--- config.mk ---
export PLATFORM = sky130hd
export DESIGN_NAME = uart_rx_fifo
export DESIGN_NICKNAME = d
export VERILOG_FILES = /design/src/rtl/uart_rx_fifo_pkg.sv /design/src/rtl/uart_rx_fifo_mem.sv /design/src/rtl/uart_rx_fifo.sv
export SDC_FILE = /design/constraint.sdc
export NUM_CORES = 1
export LEC_CHECK = 0
export ABC_CLOCK_PERIOD_IN_PS = 4090
export CAP_MARGIN = 20
export CELL_PAD_IN_SITES_DETAIL_PLACEMENT = 1
export CELL_PAD_IN_SITES_GLOBAL_PLACEMENT = 2
export CORE_MARGIN = 4
export CORE_UTILIZATION = 46
export DETAILED_ROUTE_END_ITERATION = 8
export PLACE_DENSITY = 0.87
export SYNTH_ARGS = -nofsm -noshare
export SYNTH_HDL_FRONTEND = slang
export SYNTH_SLANG_ARGS = --single-unit
--- constraint.sdc ---
create_clock -name clk -period 4.09 [get_ports clk]
set_input_delay 0.409 -clock clk [delete_from_list [all_inputs] [get_ports clk]]
set_output_delay 0.409 -clock clk [all_outputs]
set_load 0.005 [all_outputs]
--- src/rtl/uart_rx_fifo_pkg.sv ---
// Shared UART constants: data width plus default FIFO depth and idle-timeout values
// used by the RX/TX stages and by uart_rx_fifo.
package uart_rx_fifo_pkg;
  localparam int          UART_DATA_W     = 8;
  localparam int          FIFO_DEPTH_DEF  = 16;
  localparam int          FIFO_ADDR_W_DEF = 4;
  localparam logic [15:0] TIMEOUT_CYC_DEF = 16'd1000;
endpackage

--- src/rtl/uart_rx_fifo_mem.sv ---
// Byte storage for uart_rx_fifo: DEPTH x UART_DATA_W array, synchronous write,
// asynchronous (show-ahead) read. Contents are never reset.
module uart_rx_fifo_mem
  import uart_rx_fifo_pkg::*;
#(
  parameter int DEPTH  = FIFO_DEPTH_DEF,
  parameter int ADDR_W = FIFO_ADDR_W_DEF
) (
  input  logic                   clk,
  input  logic                   i_wr_en,
  input  logic [ADDR_W-1:0]      i_wr_addr,
  input  logic [UART_DATA_W-1:0] i_wr_data,
  input  logic [ADDR_W-1:0]      i_rd_addr,
  output logic [UART_DATA_W-1:0] o_rd_data
);

  logic [UART_DATA_W-1:0] r_mem [DEPTH];

  always_ff @(posedge clk) begin
    if (i_wr_en) begin
      r_mem[i_wr_addr] <= i_wr_data;
    end
  end

  assign o_rd_data = r_mem[i_rd_addr];

endmodule

--- src/rtl/uart_rx_fifo.sv ---
// RX byte FIFO: one push per rising edge of rxAvailIn, valid/ready pop, sticky
// overflow/error flags. Optional idle timeout enabled by UART_RX_FIFO_TIMEOUT_EN.
module uart_rx_fifo
  import uart_rx_fifo_pkg::*;
#(
  parameter int          DEPTH       = FIFO_DEPTH_DEF,
  parameter int          ADDR_W      = FIFO_ADDR_W_DEF,
  parameter logic [15:0] TIMEOUT_CYC = TIMEOUT_CYC_DEF
) (
  input  logic                   clk,
  input  logic                   reset,
  input  logic [UART_DATA_W-1:0] rxDataIn,
  input  logic                   rxAvailIn,
  input  logic                   rxErrorIn,
  output logic [UART_DATA_W-1:0] dataOut,
  output logic                   validOut,
  input  logic                   readyIn,
  output logic [ADDR_W:0]        countOut,
  output logic                   overflowOut,
  output logic                   errorOut,
  input  logic                   clearFlagsIn,
  output logic                   timeoutOut
);

  logic [ADDR_W:0] r_wr_ptr;
  logic [ADDR_W:0] r_rd_ptr;
  logic            r_avail_d;
  logic            r_overflow;
  logic            r_error;

  logic w_push_req;
  logic w_empty;
  logic w_full;
  logic w_pop;
  logic w_push;
  logic w_ovf_set;
  logic w_err_set;

  // Edge-detect the RX level so a byte held across the RX idle state is taken once.
  assign w_push_req = rxAvailIn & ~r_avail_d;
  assign w_empty    = (r_wr_ptr == r_rd_ptr);
  assign w_full     = (r_wr_ptr[ADDR_W] != r_rd_ptr[ADDR_W]) &&
                      (r_wr_ptr[ADDR_W-1:0] == r_rd_ptr[ADDR_W-1:0]);
  assign w_pop      = ~w_empty & readyIn;
  assign w_push     = w_push_req & ~rxErrorIn & (~w_full | w_pop);
  assign w_ovf_set  = w_push_req & ~rxErrorIn & w_full & ~w_pop;
  assign w_err_set  = w_push_req & rxErrorIn;

  always_ff @(posedge clk or posedge reset) begin
    if (reset) begin
      r_wr_ptr   <= '0;
      r_rd_ptr   <= '0;
      r_avail_d  <= 1'b0;
      r_overflow <= 1'b0;
      r_error    <= 1'b0;
    end else begin
      r_avail_d <= rxAvailIn;
      if (w_push) begin
        r_wr_ptr <= r_wr_ptr + 1'b1;
      end
      if (w_pop) begin
        r_rd_ptr <= r_rd_ptr + 1'b1;
      end
      // A new event in the same cycle as a clear keeps the flag set.
      if (w_ovf_set) begin
        r_overflow <= 1'b1;
      end else if (clearFlagsIn) begin
        r_overflow <= 1'b0;
      end
      if (w_err_set) begin
        r_error <= 1'b1;
      end else if (clearFlagsIn) begin
        r_error <= 1'b0;
      end
    end
  end

  uart_rx_fifo_mem #(
    .DEPTH  (DEPTH),
    .ADDR_W (ADDR_W)
  ) u_mem (
    .clk       (clk),
    .i_wr_en   (w_push),
    .i_wr_addr (r_wr_ptr[ADDR_W-1:0]),
    .i_wr_data (rxDataIn),
    .i_rd_addr (r_rd_ptr[ADDR_W-1:0]),
    .o_rd_data (dataOut)
  );

  assign validOut    = ~w_empty;
  assign countOut    = r_wr_ptr - r_rd_ptr;
  assign overflowOut = r_overflow;
  assign errorOut    = r_error;

`ifdef UART_RX_FIFO_TIMEOUT_EN
  logic [15:0] r_idle_cnt;

  always_ff @(posedge clk or posedge reset) begin
    if (reset) begin
      r_idle_cnt <= '0;
    end else if (w_push | w_pop | w_empty) begin
      r_idle_cnt <= '0;
    end else if (r_idle_cnt != TIMEOUT_CYC) begin
      r_idle_cnt <= r_idle_cnt + 16'd1;
    end
  end

  assign timeoutOut = (r_idle_cnt == TIMEOUT_CYC) & validOut;
`else
  logic w_unused_timeout;
  assign w_unused_timeout = ^TIMEOUT_CYC;
  assign timeoutOut       = 1'b0;
`endif

endmodule

=== Word-level counts from Yosys, hierarchy flattened ===
Memory sizes are Yosys's and may differ from the RTL's.
Index checks and enable logic that the tools add are counted.
Widths: inputs -> output; s select.

* Flip-flop bits (word level): 13
* Latch bits: 0
* Memory bits (writable): 128
* ROM bits: 0
* Output and inout bits: 17
* Logic and storage cells: 33
* Memories kept: 1

{| class="wikitable"
|+ Memories
! name !! depth !! bits a word !! read ports !! clocked after Yosys merged registers in !! write ports !! line !! source
|-
| u_mem.r_mem || 16 || 8 || 1 || 0 || 1 || uart_rx_fifo_mem.sv:17 || <nowiki>logic [UART_DATA_W-1:0] r_mem [DEPTH];</nowiki>
|}

* Add/sub/neg operators: 3
* Multipliers: 0
* Divide/modulo/power cells: 0
* Order comparisons: 0
* Eq/ne operators: 3
* Shift-type cells: 0
* Mux-type cells: 5
* Bitwise gates (word level): 13
* Reductions and logical operators: 3

{| class="wikitable"
|+ Operators with widths
! operator !! count
|-
| $add 5x1->5 const B || 2
|-
| $and 1x1->1 || 7
|-
| $eq 5x5->1 || 1
|-
| $mux 1 || 5
|-
| $not 1->1 || 5
|-
| $sub 5x5->5 || 1
|-
| $eq 4x4->1 || 1
|-
| $reduce_bool 2->1 || 2
|-
| $logic_and 1x1->1 || 1
|-
| $ne 1x1->1 || 1
|-
| $or 1x1->1 || 1
|}

=== Longest topological paths before layout ===
Gate-level depths: netlist of the first run.

* Depth after elaboration: 7
* Depth in mapped cells: 8
* Mapped depth without buffers: 7

=== By module ===
From an unflattened synthesis of the first run, not the netlist that was laid out.

* Cells, all modules: 296
* Area total of the unflattened synthesis: 5781.8 µm²

{| class="wikitable"
|+ By module, submodules not included
! module !! times used !! cells each !! area each (µm²) !! seq. area each (µm²)
|-
| uart_rx_fifo_mem || 1 || 221 || 4987.3 || 3843.7
|-
| uart_rx_fifo || 1 || 75 || 794.5 || 325.3
|}

=== Worst setup path before layout of the first run ===
No wires, ideal clock.

* Path kind: register to register
* From: register r_rd_ptr[1]
* To: memory u_mem.r_mem[3][0], enable pin
* Arrival time: 2.468 ns
* Path slack: 1.239 ns
* Stages on the path, launching flop included: 9
* Clock period less this slack: 2.851 ns
* Cell sequence: dfrtp_1 buf_2 clkbuf_1 inv_1 ha_1 and4_1 a31oi_4 nand2_1 nor3_1

* Cells in the longest elaborated chain, start to end: 7
* Elaborated cells on any way between the ends: 10
* Those cells by class: eq/ne: 2; mux: 2; bitwise: 5; reduce/logical: 1

{| class="wikitable"
|+ RTL lines
! what !! line !! source
|-
| start, declared || uart_rx_fifo.sv:26 || <nowiki>logic [ADDR_W:0] r_rd_ptr;</nowiki>
|-
| start signal, assigned || uart_rx_fifo.sv:62 || <nowiki>r_rd_ptr <= r_rd_ptr + 1'b1;</nowiki>
|-
| $eq 5x5->1 or $eq 4x4->1 (tied branches) || uart_rx_fifo.sv:41, uart_rx_fifo.sv:43 ||
|-
| $not 1->1 or $logic_and 1x1->1 (tied branches) || uart_rx_fifo.sv:44, uart_rx_fifo.sv:42 ||
|-
| $and 1x1->1 or $not 1->1 (tied branches) || uart_rx_fifo.sv:44, uart_rx_fifo.sv:45 ||
|-
| $or 1x1->1 (*) || uart_rx_fifo.sv:45 || <nowiki>assign w_push = w_push_req & ~rxErrorIn & (~w_full | w_pop);</nowiki>
|-
| $and 1x1->1 (*) || uart_rx_fifo.sv:45 ||
|-
| $mux 1 (*) || uart_rx_fifo_mem.sv:20 || <nowiki>if (i_wr_en) begin</nowiki>
|-
| $mux 1 (implied by the code) (*) || uart_rx_fifo_mem.sv:21 || <nowiki>r_mem[i_wr_addr] <= i_wr_data;</nowiki>
|-
| end, declared || uart_rx_fifo_mem.sv:17 ||
|}

Every way passes the cells marked *; elsewhere a longest branch is shown, timed or not.

=== Worst setup path after layout of the first run ===
* From: register r_rd_ptr[0]
* To: output countOut[4]

* Cells in the longest elaborated chain, start to end: 1

{| class="wikitable"
|+ RTL lines
! what !! line !! source
|-
| $sub 5x5->5 || uart_rx_fifo.sv:91 || <nowiki>assign countOut = r_wr_ptr - r_rd_ptr;</nowiki>
|-
| end, declared || uart_rx_fifo.sv:18 || <nowiki>output logic [ADDR_W:0] countOut,</nowiki>
|}

No other way between the ends.

==> summary.md, run 1 <==
| Metric | Value |
|---|---|
| Rows | `40` |
| Post-synthesis adder-cell area fraction | `2.28%` |
| HP Class | `primary input to async pin` |
| GR Util met3 | `4.40%` |
| Register area share after synthesis | `71.6%` |
| CTS tree | `built` |
| CTS Hold Bufs | `0` |
| Maximum vdd drop | `0.524 mV` |
| Minimum clock period | `3.32 ns` |
| Per-cell routed wire length | `24.3 um` |
| Area leader, netlist | `edfxtp_1` |
| Tcrit/Tclk final | `81.2%` |
| Yosys Warn Count | `0` |
| Slew Viols, Final | `0` |
| DR iter-0 viols | `174` |
| WHS | `0.320 ns` |
| Endpoints failing hold | `0` |
| Final non-filler cell total | `531` |
| Count leader, synth | `edfxtp_1` |
| Crit end category | `output port` |
| Syn Std Cell Area | `0.00582 sq mm` |
| Initial core utilization | `47.7%` |
| Critical Path RT | `3.68 ns` |
| Number of buffers created by CTS | `17` |
| Xor/xnor share of the synthesized area | `1.95%` |
| Kind of critical path | `flop to output port` |
| Nets | `374` |
| Total grt overflow | `0` |
| Clock Skews | `0.00623 ns` |
| Top achievable clock speed | `0.301 GHz` |
| Max Cap Viol | `0` |
| Outcome | `complete, no violations` |
| Routed vias/inst | `5.57` |
| Vias | `2958` |
| Finished Cell Area | `0.00688 sq mm` |
| Top cells by area, synth | `edfxtp_1, mux4_1, dfrtp_1` |
| RSZ-0062 raised after global routing | `false` |
| Synth Area in Compound Gates | `4.17%` |
| Area after DPL | `0.00628 sq mm` |
| Setup TNS | `0 ns` |
| Launching element type of the critical path | `flop` |
| Synth top cells by count | `edfxtp_1, mux2i_1, mux4_1, dfrtp_1, nor2_1` |
| Reg clk slew, reported paths | `0.06 ns` |
| Syn_nets | `334` |
| Die Width | `121 um` |
| Synth unique cells | `39` |
| #FFs+latches synth | `141` |
| Worst skew pair latency | `0.42 ns` |
| Max FO, Critical Path | `29` |
| Global routing's busiest layer | `met2` |
| Syn avg cell area | `18.8 sq um` |
| Leading register cell type out of synthesis | `edfxtp_1` |
| Pre-Repair DR Iteration Count | `4` |
| Post-DP HPWL | `8420 um` |
| Layout cells sized above 1 | `14.0%` |
| Postcts setup bufs | `0` |
| GR met1 Demand/Resource | `23.6%` |
| Root buffer cell | `clkbuf_16` |
| Pin count of the biggest net entering global routing | `43` |
| Final wirelength | `12900 um` |
| Dpl ws | `1.00 ns` |
| Antenna diodes | `0` |
| Yosys top cell area share | `66.0%` |
| Min setup slack post-route | `0.767 ns` |
| Chip Height | `121 um` |
| Initial antenna violation count | `0` |
| Post-synthesis mux area share | `14.4%` |
| Core Util, Final | `56.3%` |
| Measured slew at the worst slew-check pin | `0.887 ns` |
| Clk sinks | `141` |
| Met2 Use GR | `32.9%` |
| Worst path arrival time | `2.91 ns` |
| Worst R2R Path Depth | `6` |
| Layout area overhead | `18.1%` |
| Max-slew headroom at the worst pin | `40.6%` |
| RR Startpoint | `r_rd_ptr[3]` |
| I/O pins | `31` |
| Antenna viol nets, final | `0` |
| Pwr Density | `714 mW/mm^2` |
| Critical Path Source | `r_rd_ptr[0]` |
| Post-synth EDFFs | `128` |
| Total power | `4.91 mW` |
| GP Congestion | `0.905` |
| CORE AREA | `0.0122 sq mm` |
| First-pass GRT wire length | `19500 um` |
| Cells after DPL | `499` |
| Port bufs | `29` |
| Main combinational cell family by area after synthesis | `multiplexers` |
| Async SR Flop Fraction | `9.22%` |
| Mapped Cells | `310` |
| Leak pwr | `2.38 nW` |
| Die area | `0.0145 sq mm` |
| Total GRT Usage | `19.1%` |
| Setup violations, final | `0` |
| Post-Synth Simple-Gate Area | `3.14%` |
| Bufs on Longest Clock Path | `2` |
| Vias in the first global route | `3166` |
| FILL cells | `1100` |
| Cts repair resizes | `0` |
| H-tree lvl count | `4` |
| DRC | `0` |
## sequential cells by signal, indices dropped and copies added (netlist names)
name / count
u_mem.r_mem: 128
overflowOut: 1
r_wr_ptr: 5
errorOut: 1
r_rd_ptr: 5
r_avail_d: 1
## cell families after synthesis
kind of cell | after synthesis
other | 1
buffers and inverters | 26
xor gates and xnor gates | 13
AOI/OAI and AO/OA | 34
adders and majority gates | 10
and+or+nand+nor | 37
DFF | 141
muxes | 48
## worst max-delay path: stages, from the launching register on
cell and delay [ns]:
dfrtp_1 0.35, buf_4 0.44, ha_1 0.24, inv_1 0.06, fa_1 0.40, a21o_1 0.19
a21oi_1 0.16, xnor2_1 0.13, clkdlybuf4s50_1 0.51
## layer usage
layer | up-vias | wire length, um
met4 | 0 | 187
li1 | 1328 | -
met5 | - | 0
met3 | 15 | 571
met2 | 73 | 6900
met1 | 1542 | 5230
## power breakdown
part	total (mW)	switching [mW]	internal [mW]	leakage (nW)
Clock	1.55	0.631	0.921	0.298
Combinational	1.60	0.796	0.801	0.770
Sequential	1.76	0.108	1.66	1.31
## final timing paths
check	end	slack [ns]
worst max-delay path	countOut[4]	0.77
worst min-delay path	r_wr_ptr[2]	0.32
worst max register to register	u_mem.r_mem[14][2]	0.96
worst min register to register	overflowOut	0.53
max in group asynchronous	r_rd_ptr[1]	3.41
min in group clk	r_avail_d	0.49
## cell usage in the layout, fill, tap and decap left out, types with 2 or more instances in the layout
| master | instances |
|---|---|
| clkinv_4 | 2 |
| mux4_1 | 16 |
| inv_8 | 2 |
| nand2b_1 | 2 |
| xnor2_1 | 10 |
| inv_1 | 11 |
| inv_6 | 8 |
| edfxtp_1 | 128 |
| bufinv_16 | 2 |
| a21o_1 | 2 |
| dfrtp_1 | 12 |
| nand2_1 | 9 |
| nor2_1 | 12 |
| clkbuf_16 | 17 |
| o21ai_1 | 8 |
| nand3_1 | 2 |
| nor3_1 | 4 |
| a22oi_1 | 8 |
| ha_1 | 9 |
| mux4_2 | 8 |
| a32oi_1 | 8 |
| a21oi_1 | 3 |
| xor2_1 | 3 |
| mux2i_1 | 24 |
| o21ai_0 | 3 |
| buf_4 | 6 |
| nand4_1 | 3 |
| clkdlybuf4s50_1 | 29 |
## final cells by class
type                            instances  area (sq um)  share of cell area [%]
Tap cell                              168           210                    3.06
Inverter                               12          45.0                   0.655
Clock buffer                           17           425                    6.19
Sequential cell                       141          4170                    60.6
Clock inverter                         15           175                    2.55
Timing Repair Buffer                   35           335                    4.88
Multi-Input combinational cell        143          1520                    22.0
Note: power is estimated with default switching activity, not from simulation.
==> run 2, diff against run 1 <==
ABC_CLOCK_PERIOD_IN_PS = 2900   (was 4090)
CORE_UTILIZATION = 41   (was 46)
PLACE_DENSITY = 0.83   (was 0.87)
clock period = 2.9 ns   (was 4.09 ns; I/O delays follow)
==> run 2 against run 1 <==
First-iteration DRC count up 86%. Largest cell class unchanged. Cell count grew 5.1%. Via count grew 3.9%. Setup slack worse by 0.71 ns. Power rose by 45%. Sequential power up 40%. Global-route usage fell by 2.2 points. Critical path depth decreased by 3. Clock power increased by 41%. Critical endpoint is now dataOut[0]. Worst hold slack got worse by 0.092 ns. Critical path type unchanged. Non-clock buffer count rose by 15.
==> summary.md, run 2 (synthesized netlist as in run 1, its figures left out) <==
| Metric | Value |
|---|---|
| Dpl ws | `0.306 ns (was 1.00 ns)` |
| Antenna viol nets, final | `0 (unchanged)` |
| Pre-Repair DR Iteration Count | `4 (unchanged)` |
| Initial antenna violation count | `0 (unchanged)` |
| Most frequent cells in the layout | `edfxtp_1, clkdlybuf4s50_1, mux2i_1 (unchanged)` |
| Critical Path RT | `2.61 ns (was 3.68 ns)` |
| Top achievable clock speed | `0.352 GHz` |
| FILL cells | `1275 (was 1100)` |
| Measured slew at the worst slew-check pin | `0.723 ns (was 0.887 ns)` |
| Minimum clock period | `2.84 ns` |
| DR iter-0 viols | `323 (was 174)` |
| Switching Fraction | `30.5% (was 31.2%)` |
| Nets | `389 (was 374)` |
| CORE AREA | `0.0139 sq mm (was 0.0122 sq mm)` |
| Pin count of the biggest net entering global routing | `43 (unchanged)` |
| WL met1 | `5640 um (was 5230 um)` |
| RSZ-0062 raised after global routing | `false (unchanged)` |
| Port bufs | `29 (unchanged)` |
| Top sig layer | `met4 (unchanged)` |
| Total grt overflow | `0 (unchanged)` |
| Antenna diodes | `0 (unchanged)` |
| Combinational power share | `34.8% (was 32.5%)` |
| Metal3 WL | `608 um (was 571 um)` |
| Setup violations, final | `0 (unchanged)` |
| Slew Viols, Final | `0 (unchanged)` |
| HP Class | `primary input to async pin (unchanged)` |
| Max-slew headroom at the worst pin | `51.6% (was 40.6%)` |
| Clock group share of total power | `30.6% (was 31.6%)` |
| Finished Cell Area | `0.00708 sq mm (was 0.00688 sq mm)` |
| Total power | `7.11 mW (was 4.91 mW)` |
| Number of buffers created by CTS | `17 (unchanged)` |
| Pwr Density | `1000 mW/mm^2 (was 714 mW/mm^2)` |
| I/O pins | `31 (unchanged)` |
| H-tree lvl count | `4 (unchanged)` |
| Seq pwr share | `34.6% (was 35.9%)` |
| DRC | `0 (unchanged)` |
| Endpoints failing hold | `0 (unchanged)` |
| Initial core utilization | `42.0% (was 47.7%)` |
| Max FO, Critical Path | `14 (was 29)` |
| Layout cells sized above 1 | `19.3% (was 14.0%)` |
| Maximum vdd drop | `0.487 mV (was 0.524 mV)` |
| Post-DP HPWL | `8210 um (was 8420 um)` |
| Area after DPL | `0.00641 sq mm (was 0.00628 sq mm)` |
| Clock Skews | `0.0124 ns (was 0.00623 ns)` |
| Chip Height | `127 um (was 121 um)` |
| GP Congestion | `0.767 (was 0.905)` |
| Crit end category | `output port (unchanged)` |
| Max reg flops | `128 (unchanged)` |
| Max Cap Viol | `0 (unchanged)` |
| Largest Register | `u_mem.r_mem (unchanged)` |
| CTS Hold Bufs | `0 (unchanged)` |
| Layout area overhead | `21.6% (was 18.1%)` |
| Routed vias/inst | `5.51 (was 5.57)` |
| Worst path arrival time | `2.55 ns (was 2.91 ns)` |
| Internal Dissipation | `4.94 mW (was 3.38 mW)` |
| Total GRT Usage | `16.9% (was 19.1%)` |
| Vias | `3072 (was 2958)` |
| Kind of critical path | `flop to output port (unchanged)` |
| Vias in the first global route | `3309 (was 3166)` |
| Tcrit/Tclk final | `97.9%` |
| Rows | `43 (was 40)` |
| Per-cell routed wire length | `23.6 um (was 24.3 um)` |
| Die area | `0.0162 sq mm (was 0.0145 sq mm)` |
| Outcome | `complete, no violations (unchanged)` |
| Min setup slack post-route | `0.0612 ns (was 0.767 ns)` |
| Die Width | `127 um (was 121 um)` |
| Launching element type of the critical path | `flop (unchanged)` |
| Root buffer cell | `clkbuf_16 (unchanged)` |
| Largest regs | `u_mem.r_mem: 128 flops, r_rd_ptr: 5 flops, r_wr_ptr: 5 flops (unchanged)` |
| Psw | `2.17 mW (was 1.53 mW)` |
| First-pass GRT wire length | `20000 um (was 19500 um)` |
| Clk sinks | `141 (unchanged)` |
| Leak pwr | `2.47 nW (was 2.38 nW)` |
| Final wirelength | `13200 um (was 12900 um)` |
| Reg clk slew, reported paths | `0.06 ns (about the same)` |
| Commonest non-fill, non-tap cell in the layout | `edfxtp_1 (unchanged)` |
| Met2 WL post-DR | `6840 um (was 6900 um)` |
| Bufs on Longest Clock Path | `2 (unchanged)` |
| CTS tree | `built (unchanged)` |
| Worst skew pair latency | `0.41 ns (was 0.42 ns)` |
[run 2: changes by cell type in the layout (fill, tap and decap cells not counted), moves of 2 or more]
| cell | delta |
|---|---|
| clkinv_1 | +3 |
| inv_8 | -2 |
| inv_6 | -5 |
| clkinvlp_4 | +3 |
| buf_4 | +12 |
| a22oi_1 | -5 |
| a22oi_2 | +5 |
| buf_12 | +2 |
[run 2: layout make-up]
class                      count  area [sq um]  area share (%)
clock buffer                  17           425            6.01
tap                          180           225            3.18
inverter                      12          45.0           0.636
multi-input combinational    143          1550            21.9
timing repair buffer          50           493            6.96
clock inverter                15           169            2.39
sequential                   141          4170            58.9
[run 2: routing by layer]
layer | vias to the layer above | track usage (%)
li1 | 1357 | -
met3 | 10 | 3.51
met2 | 76 | 28.2
met5 | - | 0
met4 | 0 | 4.67
met1 | 1629 | 22.7
[run 2: power by group through the flow]
| stage | clock network, mW | logic (mW) | registers, mW |
|---|---|---|---|
| global placement | 0 | 2.30 | 2.48 |
| CTS | 2.21 | 2.41 | 2.45 |
| finish | 2.18 | 2.47 | 2.46 |
| global route | 2.31 | 2.66 | 2.47 |
| floorplan | 0 | 1.44 | 2.44 |
| detailed placement | 0 | 2.35 | 2.49 |
[run 2: what timing repair did]
item / in CTS / in global routing
setup buffers: 1 / 0
hold endpoints to repair: 0 / 0
setup endpoints to repair: 5 / 9
gates resized for setup: 2 / 10
gates cloned: 0 / 1
pin swaps: 0 / 1
[run 2: critical path, stage by stage, from the launching register on]
cell	delay [ns]
dfrtp_2	0.44
buf_12	0.18
mux4_1	0.64
a32oi_1	0.23
o21ai_1	0.15
clkdlybuf4s50_1	0.48
[run 2: path summary, 6_finish.rpt]
check / start / to / slack (ns) / depth (start not counted)
setup / recovery: r_rd_ptr[0] / dataOut[0] / 0.06 / 5
hold / removal: reset / overflowOut / 0.23 / 2
setup reg to reg: r_rd_ptr[2] / u_mem.r_mem[13][4] / 0.23 / 7
hold reg to reg: overflowOut / overflowOut / 0.53 / 2
max in group asynchronous: reset / r_rd_ptr[0] / 2.27 / 2
min in group clk: rxAvailIn / r_avail_d / 0.39 / 1
[run 2: per-stage QoR]
| stage | utilization [%] | hold slack [ns] | setup TNS [ns] | std cells |
|---|---|---|---|---|
| floorplan | - | 0.167 | 0 | 310 |
| global placement | 46.2 | 0.512 | 0 | 524 |
| detailed placement | 46.2 | 0.528 | 0 | 524 |
| CTS | 50.6 | 0.220 | -0.268 | 557 |
| global route | 51.0 | 0.259 | 0 | 558 |
| finish | 51.0 | 0.228 | 0 | 558 |
==> run 3, diff against run 2 <==
CORE_MARGIN = 2   (was 4)
==> run 3 against run 2 <==
Global-route usage rose by 1.2 points. Flip-flop and latch count stayed put. Highest routed layer unchanged. Via count decreased by 1.3%. Power shrank 1.6%. Non-clock buffer count fell by 2. Count of clock-buffer cells in the layout up 1. Sequential share of layout area is 0.18 points higher. Largest power group is now sequential cells.
==> summary.md, run 3 (synthesized netlist as in run 1, its figures left out) <==
| Metric | Value |
|---|---|
| Outcome | `complete, no violations (unchanged)` |
| Total power | `7.00 mW (was 7.11 mW)` |
| H-tree lvl count | `4 (unchanged)` |
| Clock Skews | `0.00939 ns (was 0.0124 ns)` |
| RR Endpoint | `u_mem.r_mem[3][4] (was u_mem.r_mem[13][4])` |
| Antenna diodes | `0 (unchanged)` |
| Post-DP HPWL | `7870 um (was 8210 um)` |
| Die area | `0.0152 sq mm (was 0.0162 sq mm)` |
| Maximum vdd drop | `0.482 mV (was 0.487 mV)` |
| Pre-Repair DR Iteration Count | `5 (was 4)` |
| Initial antenna violation count | `0 (unchanged)` |
| Nets | `387 (was 389)` |
| Max reg flops | `128 (unchanged)` |
| Chip Height | `123 um (was 127 um)` |
| Bufs on Longest Clock Path | `2 (unchanged)` |
| Max Cap Viol | `0 (unchanged)` |
| Max-slew headroom at the worst pin | `54.7% (was 51.6%)` |
| Slew Viols, Final | `0 (unchanged)` |
| Cells along the critical path | `buf_12, and2b_2, a22oi_2, a32oi_1, o21ai_1, clkdlybuf4s50_1 (was buf_12, mux4_1, a32oi_1, o21ai_1, clkdlybuf4s50_1)` |
| Routed vias/inst | `5.46 (was 5.51)` |
| Die Width | `123 um (was 127 um)` |
| First-pass GRT wire length | `19400 um (was 20000 um)` |
| Finished Cell Area | `0.00706 sq mm (was 0.00708 sq mm)` |
| Layout area overhead | `21.2% (was 21.6%)` |
| Port bufs | `29 (unchanged)` |
| Initial core utilization | `42.0% (unchanged)` |
| Pwr Density | `991 mW/mm^2 (was 1000 mW/mm^2)` |
| Pin count of the biggest net entering global routing | `43 (unchanged)` |
| Reg clk slew, reported paths | `0.06 ns (about the same)` |
| RR Startpoint | `r_rd_ptr[2] (unchanged)` |
| Final non-filler cell total | `555 (was 558)` |
| Number of buffers created by CTS | `17 (unchanged)` |
| Launching element type of the critical path | `flop (unchanged)` |
| FILL cells | `1296 (was 1275)` |
| Core Util, Final | `50.9% (was 51.0%)` |
| Layout cells sized above 1 | `20.5% (was 19.3%)` |
| Max FO, Critical Path | `14 (unchanged)` |
| Crit path max-delay cell type | `clkdlybuf4s50_1 (was mux4_1)` |
| Root buffer cell | `clkbuf_16 (unchanged)` |
| Most frequent cells in the layout | `edfxtp_1, clkdlybuf4s50_1, mux2i_1 (unchanged)` |
| CTS tree | `built (unchanged)` |
| Antenna viol nets, final | `0 (unchanged)` |
| Cells after DPL | `523 (was 524)` |
| Largest Register | `u_mem.r_mem (unchanged)` |
| Per-cell routed wire length | `22.8 um (was 23.6 um)` |
| Clk sinks | `141 (unchanged)` |
| Setup violations, final | `0 (unchanged)` |
| Critical Path RT | `2.61 ns (about the same)` |
| Total GRT Usage | `18.1% (was 16.9%)` |
| Endpoints failing hold | `0 (unchanged)` |
| Worst skew pair latency | `0.42 ns (was 0.41 ns)` |
| HP Class | `primary input to async pin (unchanged)` |
| GP Congestion | `0.889 (was 0.767)` |
| Tcrit/Tclk final | `97.2% (was 97.9%)` |
| Largest regs | `u_mem.r_mem: 128 flops, r_rd_ptr: 5 flops, r_wr_ptr: 5 flops (unchanged)` |
| DRC | `0 (unchanged)` |
| Worst R2R Path Depth | `7 (unchanged)` |
| Crit end category | `output port (unchanged)` |
| Max stage delay on crit path | `0.55 ns (was 0.64 ns)` |
| Rows | `43 (unchanged)` |
| R2r setup slk | `0.32 ns (was 0.23 ns)` |
| Leak pwr | `2.45 nW (was 2.47 nW)` |
| I/O pins | `31 (unchanged)` |
| Vias in the first global route | `3304 (was 3309)` |
| Commonest non-fill, non-tap cell in the layout | `edfxtp_1 (unchanged)` |
| Area after DPL | `0.00641 sq mm (about the same)` |
| Vias | `3031 (was 3072)` |
| Final wirelength | `12600 um (was 13200 um)` |
| Measured slew at the worst slew-check pin | `0.677 ns (was 0.723 ns)` |
| Worst path arrival time | `2.53 ns (was 2.55 ns)` |
| CORE AREA | `0.0139 sq mm (unchanged)` |
| Minimum clock period | `2.82 ns (was 2.84 ns)` |
| Total grt overflow | `0 (unchanged)` |
| Kind of critical path | `flop to output port (unchanged)` |
| DR iter-0 viols | `161 (was 323)` |
| Top achievable clock speed | `0.355 GHz (was 0.352 GHz)` |
[run 3: layout make-up]
| type | count | area, sq um | share of cell area [%] |
|---|---|---|---|
| repair buffers | 48 | 478 | 6.77 |
| multi-input cells | 143 | 1570 | 22.2 |
| inverters | 12 | 45.0 | 0.638 |
| clock buffers | 18 | 429 | 6.08 |
| well taps | 180 | 225 | 3.19 |
| clock inverters | 13 | 143 | 2.02 |
| flip-flops and latches | 141 | 4170 | 59.1 |
[run 3: through the flow]
stage / hold WS [ns] / setup slack, ns / setup TNS (ns)
CTS: 0.220 / -0.0589 / -0.188
floorplan: 0.167 / 0.0486 / 0
global placement: 0.510 / 0.432 / 0
detailed placement: 0.528 / 0.387 / 0
global route: 0.253 / -0.0315 / -0.0326
finish: 0.212 / 0.0816 / 0
[run 3: how the worst max path moves through the flow]
stage                           start  slack (ns)                end  cells past startpoint
after detailed placement  r_wr_ptr[0]        0.39        countOut[4]                      8
after CTS                 r_rd_ptr[0]       -0.06         dataOut[3]                      6
after global routing      r_rd_ptr[0]       -0.03         dataOut[0]                      6
after floorplan           r_rd_ptr[1]        0.05  u_mem.r_mem[3][0]                      8
after global placement    r_rd_ptr[0]        0.43         dataOut[1]                      6
final                     r_rd_ptr[0]        0.08         dataOut[0]                      6
[run 3: power by group]
group          total [mW]  leakage (nW)  switching (mW)  internal, mW
Sequential           2.48          1.31           0.142          2.34
Clock                2.09         0.277           0.830          1.26
Combinational        2.42         0.868            1.18          1.24
Total                7.00          2.45            2.16          4.84
[run 3: worst max-delay path: cells and delay by family (launching register included)]
kind            cells  cell delay (ns)
buf+inv             2             0.74
flops               1             0.43
compound gates      3             0.60
simple gates        1             0.34
[run 3: timing repair]
action / CTS / global route
resized for setup: 2 / 14
hold buffers: 0 / 0
pin swaps: 0 / 0
endpoints found under the setup margin: 6 / 9
buffers inserted: 0 / 0
cloned: 0 / 1
[run 3: routing by layer]
metal / vias to the layer above / share of wire, % / GRT usage [%]
li1: 1352 / - / -
met1: 1561 / 44 / 23.8
met2: 101 / 50 / 28.6
met3: 17 / 4.4 / 4.52
met4: 0 / 1.6 / 7.95
met5: - / 0 / 0
